<file path="config.mk">
export PLATFORM = sky130hd
export DESIGN_NAME = pipe_stage_skid
export DESIGN_NICKNAME = d
export VERILOG_FILES = /design/src/rtl/pipe_pkg.sv /design/src/rtl/sat_cnt.sv /design/src/rtl/pipe_stage_skid.sv
export SDC_FILE = /design/constraint.sdc
export NUM_CORES = 1
export LEC_CHECK = 0
export BUFFER_PORTS_ARGS = -buffer_cell sky130_fd_sc_hd__buf_4
export CAP_MARGIN = 20
export CELL_PAD_IN_SITES_DETAIL_PLACEMENT = 1
export CELL_PAD_IN_SITES_GLOBAL_PLACEMENT = 2
export CORE_UTILIZATION = 33
export DETAILED_ROUTE_END_ITERATION = 8
export GPL_TIMING_DRIVEN = 0
export HOLD_SLACK_MARGIN = 0.08
export PLACE_DENSITY = 0.84
export SLEW_MARGIN = 20
export SYNTH_ARGS = -nofsm -noshare
export SYNTH_HDL_FRONTEND = slang
export SYNTH_SLANG_ARGS = --single-unit
</file>
<file path="constraint.sdc">
create_clock -name clk -period 1.51 [get_ports clk]
set_input_delay 0.151 -clock clk [delete_from_list [all_inputs] [get_ports clk]]
set_output_delay 0.151 -clock clk [all_outputs]
set_load 0.1 [all_outputs]
</file>
<file path="src/rtl/pipe_pkg.sv">
// ============================================================================
//  Module      : pipe_pkg
//  Description : Shared types for the pipeline stage registers: handshake
//                state encoding and the default MEM/WB payload bundle.
//  Revision    : 1.0 - initial release
// ============================================================================
`default_nettype none

package pipe_pkg;

    typedef enum logic [1:0] {
        EMPTY = 2'd0,
        BUSY  = 2'd1,
        FULL  = 2'd2
    } pipe_state_e;

    typedef struct packed {
        logic        WriteReg;
        logic        data_mux;
        logic [3:0]  rd;
        logic [3:0]  rs;
        logic [3:0]  rt;
        logic [15:0] ALU_res;
        logic [15:0] data_mem;
    } mem_wb_payload_t;

    localparam int MEM_WB_W = $bits(mem_wb_payload_t);

endpackage

`default_nettype wire

</file>
<file path="src/rtl/sat_cnt.sv">
// ============================================================================
//  Module      : sat_cnt
//  Description : Saturating up-counter, synchronous increment, asynchronous
//                active-low reset. Sticks at all-ones.
//  Revision    : 1.0 - initial release
// ============================================================================
`default_nettype none

module sat_cnt #(
    parameter int CNT_W = 16
) (
    input  logic             clk,
    input  logic             rst_n,
    input  logic             inc,
    output logic [CNT_W-1:0] cnt
);

    logic [CNT_W-1:0] r_cnt;

    always_ff @(posedge clk or negedge rst_n) begin
        if (!rst_n) begin
            r_cnt <= '0;
        end else if (inc && (r_cnt != {CNT_W{1'b1}})) begin
            r_cnt <= r_cnt + 1'b1;
        end
    end

    assign cnt = r_cnt;

endmodule

`default_nettype wire

</file>
<file path="src/rtl/pipe_stage_skid.sv">
// ============================================================================
//  Module      : pipe_stage_skid
//  Description : Valid/ready pipeline stage with a 2-entry skid buffer and an
//                opaque payload. in_ready is a pure function of local state.
//                Optional statistics counters under PIPE_STAGE_STATS_EN.
//  Revision    : 1.0 - initial release
// ============================================================================
`default_nettype none

module pipe_stage_skid
    import pipe_pkg::*;
#(
    parameter int PAYLOAD_W = MEM_WB_W,
    parameter int CNT_W     = 16
) (
    input  logic                 clk,
    input  logic                 rst_n,
    input  logic                 flush,
    input  logic                 in_valid,
    output logic                 in_ready,
    input  logic [PAYLOAD_W-1:0] in_data,
    output logic                 out_valid,
    input  logic                 out_ready,
    output logic [PAYLOAD_W-1:0] out_data
`ifdef PIPE_STAGE_STATS_EN
    ,
    output logic [CNT_W-1:0]     stat_stall_cnt,
    output logic [CNT_W-1:0]     stat_flush_cnt
`endif
);

    localparam logic [1:0] c_ST_EMPTY = EMPTY;
    localparam logic [1:0] c_ST_BUSY  = BUSY;
    localparam logic [1:0] c_ST_FULL  = FULL;

    logic [1:0]           r_state;
    logic [PAYLOAD_W-1:0] r_main_q;
    logic [PAYLOAD_W-1:0] r_skid_q;
    logic                 w_acc_in;
    logic                 w_acc_out;

    assign out_valid = (r_state != c_ST_EMPTY);
    assign in_ready  = (r_state != c_ST_FULL);
    assign out_data  = r_main_q;

    assign w_acc_in  = in_valid & in_ready;
    assign w_acc_out = out_valid & out_ready;

    // Flush only forces the state; stale data in the registers is never
    // observable because out_valid drops with it.
    always_ff @(posedge clk or negedge rst_n) begin
        if (!rst_n) begin
            r_state  <= c_ST_EMPTY;
            r_main_q <= '0;
            r_skid_q <= '0;
        end else if (flush) begin
            r_state <= c_ST_EMPTY;
        end else begin
            case (r_state)
                c_ST_EMPTY: begin
                    if (w_acc_in) begin
                        r_state  <= c_ST_BUSY;
                        r_main_q <= in_data;
                    end
                end
                c_ST_BUSY: begin
                    if (w_acc_in && w_acc_out) begin
                        r_main_q <= in_data;
                    end else if (w_acc_in) begin
                        r_state  <= c_ST_FULL;
                        r_skid_q <= in_data;
                    end else if (w_acc_out) begin
                        r_state <= c_ST_EMPTY;
                    end
                end
                c_ST_FULL: begin
                    if (w_acc_out) begin
                        r_state  <= c_ST_BUSY;
                        r_main_q <= r_skid_q;
                    end
                end
                default: begin
                    r_state <= c_ST_EMPTY;
                end
            endcase
        end
    end

`ifdef PIPE_STAGE_STATS_EN
    logic w_stall_inc;
    logic w_flush_inc;

    assign w_stall_inc = out_valid & ~out_ready;
    assign w_flush_inc = flush & (r_state != c_ST_EMPTY);

    sat_cnt #(.CNT_W(CNT_W)) u_stall_cnt (
        .clk   (clk),
        .rst_n (rst_n),
        .inc   (w_stall_inc),
        .cnt   (stat_stall_cnt)
    );

    sat_cnt #(.CNT_W(CNT_W)) u_flush_cnt (
        .clk   (clk),
        .rst_n (rst_n),
        .inc   (w_flush_inc),
        .cnt   (stat_flush_cnt)
    );
`endif

endmodule

`default_nettype wire

</file>
-- Word-level counts from Yosys, hierarchy flattened
Index checks and enable logic that the tools add are counted.
- add/subtract/negate cells: 0
- multipliers: 0
- divide/modulo/power cells: 0
- order comparisons: 0
- equality and inequality tests: 10
- shifts and indexed selects: 0
- muxes and demuxes: 11
- bitwise logic cells: 4
- reduce and logical (&&, ||, !) cells: 7
- operators by type and width (kind ; count):
    $mux 46 ; 3
    $pmux 46 s3 ; 1
    $mux 2 ; 6
    $ne 3x3->1 const B ; 3
    $ne 2x2->1 const B ; 4
    $reduce_and 4->1 ; 2
    $pmux 2 s3 ; 1
    $reduce_and 5->1 ; 1
    $ne 4x4->1 const B ; 1
    $reduce_bool 3->1 ; 1
    $and 1x1->1 ; 2
    $eq 2x1->1 const B ; 1
    $eq 2x2->1 const B ; 1
    $logic_not 2->1 ; 1
    $not 1->1 ; 2
    $reduce_bool 2->1 ; 1
    $logic_and 1x1->1 ; 1
- register bits: 94
- latch bits: 0
- bits in writable memories: 0
- memory bits (read-only): 0
- memories: 0

-- Logic depth before layout (Yosys ltp)
Gate-level depths: netlist (run 1).
- word-level depth: 7
- mapped depth: 5

-- Least setup slack after synthesis (run 1)
OpenSTA, ideal clock, no wires.
- path type: register -> register
- start point: reg r_state[1]
- end point: reg r_main_q[0], in the netlist out_data[0]
- setup time: 125 ps
- arrival time: 1483 ps
- slack: -98 ps
- stages on the path, launching flop included: 6
- path buffers: 1
- clock period less this slack: 1608 ps
- cells stage by stage: dfrtp_1 nor2b_2 nand2_1 a21oi_4 buf_6 mux2_2
- word-level cells in the longest chain between the ends: 5
- ends and longest elaborated chain (element ; RTL line ; RTL):
    from (decl) ; pipe_stage_skid.sv:36 ; logic [1:0] r_state;
    from (signal assigned) ; pipe_stage_skid.sv:53 ; r_state <= c_ST_EMPTY;
    from (signal assigned) ; pipe_stage_skid.sv:57 ; r_state <= c_ST_EMPTY;
    from (signal assigned) ; pipe_stage_skid.sv:62 ; r_state <= c_ST_BUSY;
    $ne 2x2->1 or $reduce_bool 2->1 (tied branches) ; pipe_stage_skid.sv:43, pipe_stage_skid.sv:42 ;
    $and 1x1->1 (on tied branches) ; pipe_stage_skid.sv:46, pipe_stage_skid.sv:47 ;
    $logic_and 1x1->1 ; pipe_stage_skid.sv:67 ; if (w_acc_in && w_acc_out) begin
    $ne 2x2->1 (no source line) ; -- ;
    $reduce_and 5->1 (no source line) ; -- ;
    to (signal assigned) ; pipe_stage_skid.sv:63 ; r_main_q <= in_data;
    to (signal assigned) ; pipe_stage_skid.sv:68 ; r_main_q <= in_data;
    to (signal assigned) ; pipe_stage_skid.sv:79 ; r_main_q <= r_skid_q;
    to (decl) ; pipe_stage_skid.sv:37 ; logic [PAYLOAD_W-1:0] r_main_q;
Several ways; a longest one is shown, not always the timed one.
A chain may end at the register's enable or synchronous reset.

-- Worst setup path after layout (run 1)
- start point: reg r_state[0]
- end point: reg r_main_q[17], in the netlist out_data[17]
The elaborated chain is that of the path after synthesis.

==> metrics.csv, run 1 <==
stage,metric,value,unit
die,Die Wd,114,um
route,wire per inst,17.7,um
synthesis,library cells used by synthesis,21,
job,count of maximum capacitance violations,0,
clocking,Num CTS Buffers,9,
clocking,largest buffer count on any clock path,2,
placement,dpl ws,-0.362,ns
worst_setup_path,crit path DAT,1.90,ns
placement,PortBufs,98,
placement,Post-DP HPWL,5.99,mm
route,detailed-route via count,2827,
grt,largest net degree at the start of global routing,95,
sta,Max Slew Vio Count,0,
die,row cnt,40,
final_layout,Register Area,0.00235,mm2
worst_setup_path,CP Capture Type,register,
clocking,CTS tree,built,
clocking,clk root buf,clkbuf_16,
final_layout,"commonest non-fill, non-tap cell in the layout",buf_4,
synthesis,Post-Syn Nets,313,
worst_hold_path,worst hold path type,primary input to register,
power_and_ir_drop,Pwr Density,1440,mW/mm2
sta,Worst Clk Skew,0.00599,ns
sta,post-layout minimum cycle time,1.68,ns
worst_setup_path,r2r worst-path depth,5,
route,Vias/cell,4.59,
synthesis,Yosys reg bits,94,
final_layout,area delta synth->final,62.5,%
final_layout,Layout Utilization,55.6,%
sta,TNS Setup,-10.85,ns
route,First DRT Iteration DRCs,56,
outcome,failing checks,setup timing,
synthesis,Post-Syn Instances,262,
worst_hold_path,Worst Min Path Start,in_valid,
worst_setup_path,flop2flop setup slack,-0.17,ns
sta,setup violators final,93,
sta,final period utilization,111,%
clocking,Clock Latency Late Sink,0.34,ns
sta,RSZ-0062 raised after global routing,true,
final_layout,antenna fix cells,0,
sta,fmax,596,MHz
final_layout,final net count,494,
synthesis,Post-Syn Area,0.00415,mm2
final_layout,"Cell Count, Final, Fillers Out",616,
die,Core Region,0.0121,mm2
final_layout,most frequent cells in the layout,"105 x buf_4, 92 x dfrtp_1, 86 x mux2_4",
synthesis,leading area contributor after synthesis,dfrtp_1,
worst_setup_path,Crit Reg-Reg Startpoint,r_state[0]$_DFFE_PN0P_,
route,post-route ant nets,0,
sta,Worst Slack Setup Final,-0.168,ns
die,Ports,99,
final_layout,share of cells above drive strength 1,66.5,%
placement,gp weighted congestion,0.657,
sta,Worst-Margin Slew,0.873,ns
final_layout,multi-input gate area in the final layout,0.00201,mm2
worst_setup_path,CP max FO,7,
worst_setup_path,CP required,1.73,ns
sta,worst hold margin,0.208,ns
synthesis,"Avg Cell Area, Syn",15.8,um2
die,initial core utilization,34.2,%
route,total iterations of the first detailed-routing run,4,
grt,initial antenna violation count,0,
grt,GRT Total Usage,17.2,%
synthesis,Synth top area share,56.7,%
synthesis,post-synthesis sequential area ratio,56.7,%
worst_setup_path,Setup Crit Path Kind,register to register,
grt,Overflow after GRT,0,
grt,vias in the first global route,3232,
grt,first-pass GRT wire length,17.1,mm
route,final wirelength,10.9,mm
die,Die Span Y,114,um
outcome,status,finished with violations,
clocking,clock-pin slew on the worst setup and hold paths,0.06,ns
worst_setup_path,Setup crit end,out_data[17]$_DFFE_PN0P_,
clocking,clk sinks,94,
sta,Final Hold Viols,0,
route,DRC viols,0,
final_layout,fill count,1173,
power_and_ir_drop,P_leak,3.09,nW
synthesis,Yosys Warn Count,0,
die,Die ar.,0.0130,mm2
worst_setup_path,Startpoint Class,register,
power_and_ir_drop,VDD IR max,0.000638,V
synthesis,largest cells by area after synthesis,"dfrtp_1 57%, mux2_2 36%, buf_6 1.9%",
sta,Slew HR,41.8,%
placement,Placed Cells,528,
worst_setup_path,Worst setup startpoint,r_state[0]$_DFFE_PN0P_,
worst_setup_path,RR Endpoint,out_data[17]$_DFFE_PN0P_,
clocking,H-tree depth,3,
## critical path, cell delays in order, from the launching register on
cell       delay (ns)
dfrtp_2          0.47
nand3b_1         0.25
a21oi_4          0.21
buf_12           0.17
clkbuf_16        0.16
mux2_4           0.30
## Yosys cell counts, drive strengths merged
master and number:
mux2 138, o22a 1, dfrtp 94, nand2 2, inv 1, a21oi 3, nand2b 1, nor2 1
nand3b 1, nor3 1, nor3b 1, or2 1, o21a 1, nor2b 2, buf 14
## sequential cells by signal, indices dropped and copies added (netlist names)
register  flops
r_skid_q     46
r_state       2
out_data     46
## what timing repair did
action | in CTS | in global routing
hold buffers | 49 | 0
pin swaps | 1 | 0
buffers inserted | 13 | 2
endpoints found under the setup margin | 93 | 94
hold endpoints to repair | 142 | 0
resized for setup | 114 | 9
gates cloned | 1 | 7
## stage by stage
stage / area [um2] / power, mW
floorplan: 4210 / 6.06
global placement: 5150 / 6.79
detailed placement: 5150 / 6.90
CTS: 6510 / 9.68
global route: 6740 / 10.1
finish: 6740 / 9.69
## final cells by class
cell class	instances	area share, %
tap	168	3.12
timing repair buffer	170	23.6
clock buffer	9	3.34
sequential	94	34.9
multi-input combinational	153	29.9
clock inverter	7	0.966
buffer	14	4.01
inverter	1	0.111
## metal layers
metal | vias up | track usage, % | part of all wire [%]
met2 | 65 | 29.1 | 50
met1 | 1448 | 21.8 | 45
met5 | - | 0 | 0
met3 | 10 | 3.34 | 3.3
li1 | 1304 | - | -
met4 | 0 | 6.23 | 1.4
## how the worst min path moves through the flow
stage | endpoint | cells after the start
floorplan | out_data[0]$_DFFE_PN0P_ | 0
global placement | r_state[1]$_DFFE_PN0P_ | 2
detailed placement | r_skid_q[23]$_DFFE_PN0P_ | 1
CTS | r_state[0]$_DFFE_PN0P_ | 4
global route | r_state[0]$_DFFE_PN0P_ | 4
finish | r_state[0]$_DFFE_PN0P_ | 4
## power by group
part           switching, mW  leakage [nW]  total (mW)  internal [mW]
clock                  0.976         0.141        2.25           1.27
sequential             0.351          1.13        3.48           3.13
combinational           2.48          1.82        3.96           1.48
total                   3.81          3.09        9.69           5.88
## logic make-up (layout without fill, tap and decap cells)
kind of cell	after synthesis	in the layout	synth area share, %
multiplexers	138	138	37.7
flip-flops	94	94	56.7
buffers and inverters	15	201	3.08
AND/OR/NAND/NOR	10	10	1.42
AO/OA/AOI/OAI	5	5	1.03
(Power assumes the default switching activity.)
==> inputs of run 2 (changes only) <==
CTS_BUF_LIST = sky130_fd_sc_hd__clkbuf_16   (was not set)
GPL_TIMING_DRIVEN = not set   (was 0)
==> metrics.csv, run 2 (synthesis results as in run 1) <==
stage,metric,value,unit,change
outcome,status,finished with violations,,
outcome,failing checks,setup timing,,
die,row cnt,40,,unchanged
die,Die ar.,0.0130,mm2,unchanged
grt,vias in the first global route,3182,,-1.5%
placement,gp weighted congestion,0.667,,+1.4%
worst_hold_path,worst hold path type,primary input to register,,
sta,setup violators final,94,,+1.1%
final_layout,"commonest non-fill, non-tap cell in the layout",buf_4,,
sta,Max Slew Vio Count,0,,unchanged
power_and_ir_drop,P_leak,3.08,nW,-0.25%
sta,TNS Setup,-14.14,ns,-3.29 ns
clocking,H-tree depth,3,,unchanged
sta,Worst Clk Skew,0.00866,ns,+0.00267 ns
route,Vias/cell,4.62,,+0.66%
placement,PortBufs,98,,unchanged
worst_setup_path,Setup Crit Path Kind,register to register,,
worst_setup_path,Startpoint Class,register,,
worst_setup_path,CP max FO,8,,+1
route,DRC viols,0,,unchanged
worst_setup_path,Bufs and invs on worst path,2,,unchanged
grt,largest net degree at the start of global routing,95,,unchanged
route,final wirelength,11.9,mm,+8.8%
job,count of maximum capacitance violations,0,,unchanged
grt,initial antenna violation count,0,,unchanged
worst_setup_path,CP required,1.74,ns,about the same
grt,Overflow after GRT,0,,unchanged
clocking,clk root buf,clkbuf_16,,
final_layout,Register Area,0.00235,mm2,unchanged
route,detailed-route via count,2841,,+0.50%
final_layout,antenna fix cells,0,,unchanged
clocking,Num CTS Buffers,9,,unchanged
final_layout,fill count,1174,,+0.085%
sta,final period utilization,114,%,+3.3 points
grt,GRT Total Usage,17.1,%,-0.056 points
clocking,clock-pin slew on the worst setup and hold paths,0.06,ns,about the same
sta,Final Hold Viols,0,,unchanged
worst_setup_path,Most common cell on crit path,mux2_2,,
power_and_ir_drop,VDD IR max,0.000749,V,+17%
final_layout,Layout Utilization,55.5,%,-0.10 points
route,post-route ant nets,0,,unchanged
route,total iterations of the first detailed-routing run,4,,unchanged
final_layout,share of cells above drive strength 1,66.9,%,+0.37 points
worst_setup_path,crit path cell chain,nor2b_4 -> buf_12 -> clkbuf_16 -> mux2_2 -> mux2_2,,
sta,Worst Slack Setup Final,-0.219,ns,-0.0505 ns
power_and_ir_drop,Pwr Density,1440,mW/mm2,about the same
power_and_ir_drop,"Power, Total",9.67,mW,-0.12%
sta,fmax,578,MHz,-2.9%
final_layout,area delta synth->final,62.2,%,
clocking,largest buffer count on any clock path,2,,unchanged
clocking,Clock Latency Late Sink,0.35,ns,about the same
final_layout,most frequent cells in the layout,"104 x buf_4, 92 x dfrtp_1, 88 x mux2_4",,
die,initial core utilization,34.2,%,unchanged
worst_setup_path,CP Capture Type,register,,
route,wire per inst,19.3,um,+9.0%
die,Die Span Y,114,um,unchanged
sta,Slew HR,63.6,%,+22 points
sta,RSZ-0062 raised after global routing,true,,
worst_setup_path,family with the most delay on the worst path,multiplexers,,
grt,first-pass GRT wire length,16.7,mm,-2.3%
placement,Post-DP HPWL,5.90,mm,-1.4%
die,Core Region,0.0121,mm2,unchanged
clocking,CTS tree,built,,
die,Ports,99,,unchanged
placement,dpl ws,-0.198,ns,+0.164 ns
clocking,clk sinks,94,,unchanged
route,First DRT Iteration DRCs,101,,+80%
sta,Worst-Margin Slew,0.546,ns,-0.326 ns
worst_setup_path,crit path DAT,1.95,ns,+0.05 ns
die,Die Wd,114,um,unchanged
worst_setup_path,crit-path max cell delay,0.46,ns,about the same
worst_setup_path,"Slowest-stage cell, CP",dfrtp_2,,
sta,post-layout minimum cycle time,1.73,ns,+0.0505 ns
final_layout,multi-input gate area in the final layout,0.00202,mm2,+0.50%
final_layout,final net count,493,,-0.20%
-- run 2: cell type report --
cell class                 count  share of cell area (%)
inverter                       1                   0.112
clock buffer                   9                    3.35
multi-input combinational    153                    30.1
timing repair buffer         183                    27.4
tap                          168                    3.13
clock inverter                 7                   0.967
sequential                    94                    35.0
-- run 2: layer usage --
| layer | up-vias | GRT usage, % | wire, um |
|---|---|---|---|
| met5 | - | 0 | 0 |
| met1 | 1474 | 21.5 | 5180 |
| met2 | 63 | 28.7 | 6200 |
| met4 | 0 | 7.01 | 154 |
| met3 | 12 | 3.65 | 351 |
| li1 | 1292 | - | - |
-- run 2: path summary, 6_finish.rpt --
kind	from	to	slack [ns]	cells after the start
setup / recovery	r_state[0]$_DFFE_PN0P_	out_data[43]$_DFFE_PN0P_	-0.22	5
hold reg to reg	out_data[12]$_DFFE_PN0P_	out_data[12]$_DFFE_PN0P_	0.51	1
hold / removal	out_ready	r_state[1]$_DFFE_PN0P_	0.09	3
setup reg to reg	r_state[0]$_DFFE_PN0P_	out_data[43]$_DFFE_PN0P_	-0.22	5
min in group asynchronous	rst_n	out_data[23]$_DFFE_PN0P_	0.37	3
max in group asynchronous	rst_n	r_state[1]$_DFFE_PN0P_	0.66	3
-- run 2: what timing repair did --
| item | CTS | global route |
|---|---|---|
| endpoints found under the setup margin | 94 | 94 |
| pin swaps | 1 | 2 |
| resized for setup | 28 | 78 |
| buffers inserted | 12 | 6 |
| hold endpoints to repair | 142 | 0 |
| hold buffers | 48 | 0 |
| gates cloned | 3 | 9 |
-- run 2: through the flow --
stage,std cells,hold slack [ns],instance area (um2)
finish,615,0.0903,6730
global route,615,0.0919,6730
CTS,604,0.0818,6250
detailed placement,525,0.252,5200
global placement,525,0.244,5200
floorplan,262,-0.145,4210
-- run 2: worst reg2reg max path, cell delays in order, from the launching register on --
cell and delay (ns):
dfrtp_2 0.46, nor2b_4 0.23, buf_12 0.16, clkbuf_16 0.16, mux2_2 0.33, mux2_2 0.26
-- run 2: power breakdown --
| part | total, mW | switching [mW] | internal [mW] |
|---|---|---|---|
| logic | 3.93 | 2.49 | 1.44 |
| registers | 3.50 | 0.371 | 3.13 |
| clock network | 2.24 | 0.974 | 1.27 |
| total | 9.67 | 3.83 | 5.84 |
==> inputs of run 3 (changes only) <==
CELL_PAD_IN_SITES_DETAIL_PLACEMENT = 2   (was 1)
SYNTH_HIERARCHICAL = 1   (was not set)
==> metrics.csv, run 3 <==
stage,metric,value,unit,change
clocking,CTS tree,built,,
power_and_ir_drop,total internal power,5.87,mW,+0.40%
power_and_ir_drop,sequential power share,36.1,%,about the same
power_and_ir_drop,P_leak,3.14,nW,+1.9%
synthesis,top-count cell post-synth,mux2_2,,
worst_setup_path,CP Capture Type,register,,
job,count of maximum capacitance violations,0,,unchanged
route,Vias/cell,4.78,,+3.5%
grt,GRT Total Usage,21.6,%,+4.4 points
placement,PortBufs,98,,unchanged
power_and_ir_drop,Psw,4.01,mW,+4.6%
route,DRC viols,0,,unchanged
final_layout,share of cells above drive strength 1,65.9,%,-0.97 points
synthesis,leading area contributor after synthesis,dfrtp_1,,
die,Die ar.,0.0130,mm2,unchanged
placement,Post-DP Area,0.00520,mm2,unchanged
final_layout,final net count,492,,-0.20%
grt,first-pass GRT wire length,20.4,mm,+22%
die,Die Span Y,114,um,unchanged
outcome,status,finished with violations,,
power_and_ir_drop,Pwr Density,1450,mW/mm2,+1.0%
worst_setup_path,CP max FO,6,,-2
worst_setup_path,Bufs and invs on worst path,2,,unchanged
synthesis,post-synthesis sequential area ratio,56.7,%,unchanged
worst_hold_path,worst hold path type,primary input to register,,
die,Die Wd,114,um,unchanged
sta,Worst-Margin Slew,0.557,ns,+0.0104 ns
route,post-route ant nets,0,,unchanged
final_layout,most frequent cells in the layout,"104 x mux2_4, 101 x buf_4, 92 x dfrtp_1",,
die,Core Region,0.0121,mm2,unchanged
worst_setup_path,crit path DAT,1.96,ns,about the same
power_and_ir_drop,Clock Power Share,23.0,%,-0.2 points
synthesis,"EDFF count, synth",0,,unchanged
synthesis,Synth top area share,56.7,%,unchanged
outcome,failing checks,setup timing,,
die,row cnt,40,,unchanged
final_layout,design area,0.00680,mm2,+1.1%
die,initial core utilization,34.2,%,unchanged
worst_setup_path,Setup Crit Path Kind,register to register,,
sta,Worst Slack Setup Final,-0.216,ns,+0.00286 ns
clocking,Num CTS Buffers,9,,unchanged
die,Ports,99,,unchanged
synthesis,Yosys Warn Count,6,,+6
synthesis,largest cells by area after synthesis,"dfrtp_1 57%, mux2_2 36%, buf_6 1.9%",,
synthesis,Post-Syn Area,0.00415,mm2,unchanged
grt,vias in the first global route,3484,,+9.5%
clocking,H-tree depth,3,,unchanged
route,First DRT Iteration DRCs,94,,-6.9%
worst_setup_path,"Slowest-stage cell, CP",dfrtp_2,,
synthesis,library cells used by synthesis,21,,unchanged
sta,post-layout minimum cycle time,1.73,ns,-0.00286 ns
clocking,clock-pin slew on the worst setup and hold paths,0.07,ns,about the same
synthesis,"FFs w/ async S/R, synth",100,%,unchanged
final_layout,antenna fix cells,0,,unchanged
final_layout,"commonest non-fill, non-tap cell in the layout",mux2_4,,
sta,Worst Clk Skew,0.0109,ns,+0.00229 ns
synthesis,"Top FF cell, synth",dfrtp_1,,
sta,fmax,579,MHz,+0.17%
synthesis,most frequent cells after synthesis,"131 x mux2_2, 94 x dfrtp_1, 7 x buf_6, 4 x buf_4, 4 x mux2_1",,
sta,RSZ-0062 raised after global routing,true,,
clocking,Clock Latency Late Sink,0.35,ns,about the same
grt,initial antenna violation count,0,,unchanged
clocking,clk root buf,clkbuf_16,,
power_and_ir_drop,"Power, Total",9.87,mW,+2.1%
power_and_ir_drop,Switching Share,40.6,%,+0.99 points
sta,Final Hold Viols,0,,unchanged
sta,setup violators final,94,,unchanged
power_and_ir_drop,VDD IR max,0.000815,V,+8.8%
grt,largest net degree at the start of global routing,95,,unchanged
final_layout,Layout Utilization,56.1,%,+0.59 points
worst_setup_path,Startpoint Class,register,,
sta,Slew HR,62.9,%,-0.70 points
placement,gp weighted congestion,0.667,,unchanged
route,detailed-route via count,2937,,+3.4%
synthesis,Post-Syn Instances,262,,unchanged
placement,dpl ws,-0.232,ns,-0.0336 ns
route,final wirelength,14.6,mm,+23%
placement,Post-DP HPWL,6.67,mm,+13%
clocking,clk sinks,94,,unchanged
sta,Max Slew Vio Count,0,,unchanged
sta,TNS Setup,-15.58,ns,-1.44 ns
worst_setup_path,crit path cell chain,nor2b_4 -> nor3b_4 -> buf_6 -> clkbuf_16 -> mux2_4,,
final_layout,area delta synth->final,63.9,%,
power_and_ir_drop,Logic pwr share,40.9,%,+0.3 points
worst_setup_path,CP required,1.74,ns,about the same
worst_setup_path,family with the most delay on the worst path,flip-flops,,
synthesis,"Avg Cell Area, Syn",15.8,um2,unchanged
route,total iterations of the first detailed-routing run,4,,unchanged
worst_setup_path,crit-path max cell delay,0.45,ns,about the same
route,wire per inst,23.8,um,+23%
synthesis,Yosys reg bits,94,,unchanged
sta,final period utilization,114,%,-0.19 points
synthesis,Post-Syn Nets,313,,unchanged
clocking,largest buffer count on any clock path,2,,unchanged
grt,Overflow after GRT,0,,unchanged
[run 3: cell families (layout without fill, tap and decap cells)]
kind of cell           count (synthesis)  after routing  share of synthesized area [%]
flip-flops                            94             94                           56.7
AND/OR/NAND/NOR                       10             10                           1.42
AO/OA/AOI/OAI                          5              5                           1.03
buffers and inverters                 15            199                           3.08
multiplexers                         138            138                           37.7
[run 3: what timing repair did]
item | 4_1_cts | 5_1_grt
buffers inserted | 13 | 4
gates resized for setup | 79 | 46
endpoints found under the setup margin | 94 | 94
hold buffers | 48 | 0
hold endpoints to repair | 142 | 0
gates cloned | 7 | 7
pin swaps | 1 | 2
[run 3: stage by stage]
stage                     cells  hold slack (ns)
final                       614            0.107
after global routing        614            0.101
after CTS                   609           0.0812
after detailed placement    525            0.248
after global placement      525            0.244
after floorplan             262           -0.145
[run 3: final timing paths]
| path | from | endpoint | slack, ns | cells after the start |
|---|---|---|---|---|
| max | r_state[1]$_DFFE_PN0P_ | r_skid_q[19]$_DFFE_PN0P_ | -0.22 | 5 |
| min | out_ready | r_state[1]$_DFFE_PN0P_ | 0.11 | 3 |
| max reg2reg | r_state[1]$_DFFE_PN0P_ | r_skid_q[19]$_DFFE_PN0P_ | -0.22 | 5 |
| min reg2reg | r_skid_q[40]$_DFFE_PN0P_ | r_skid_q[40]$_DFFE_PN0P_ | 0.51 | 1 |
| max in group asynchronous | rst_n | r_state[0]$_DFFE_PN0P_ | 0.62 | 3 |
| min in group asynchronous | rst_n | r_skid_q[23]$_DFFE_PN0P_ | 0.40 | 3 |
[run 3: power groups by stage]
stage          logic (mW)  registers [mW]  clock network (mW)
2_1_floorplan       0.788            5.27                   0
3_3_place_gp         3.36            3.45                   0
3_5_place_dp         3.44            3.51                   0
4_1_cts              3.88            3.49                2.27
5_1_grt              4.17            3.62                2.40
6_report             4.04            3.56                2.27
[run 3: worst min-delay path: cells and delay by family]
kind                   cells  cell delay [ns]
buffers and inverters      2             0.21
and+or+nand+nor            1             0.06
[run 3: cell type report]
type                            instances  area, um2
Inverter                                1       7.51
Fill cell                            1102       5320
Clock inverter                          7       57.6
Sequential cell                        94       2350
Timing Repair Buffer                  182       1860
Tap cell                              168        210
Clock buffer                            9        225
Multi-Input combinational cell        153       2080
[run 3: layer usage]
metal | vias up | track usage [%] | wire, um
li1 | 1296 | - | -
met1 | 1547 | 24.6 | 5880
met2 | 75 | 39.6 | 8060
met3 | 19 | 4.87 | 425
met4 | 0 | 7.27 | 262
met5 | - | 0 | 0
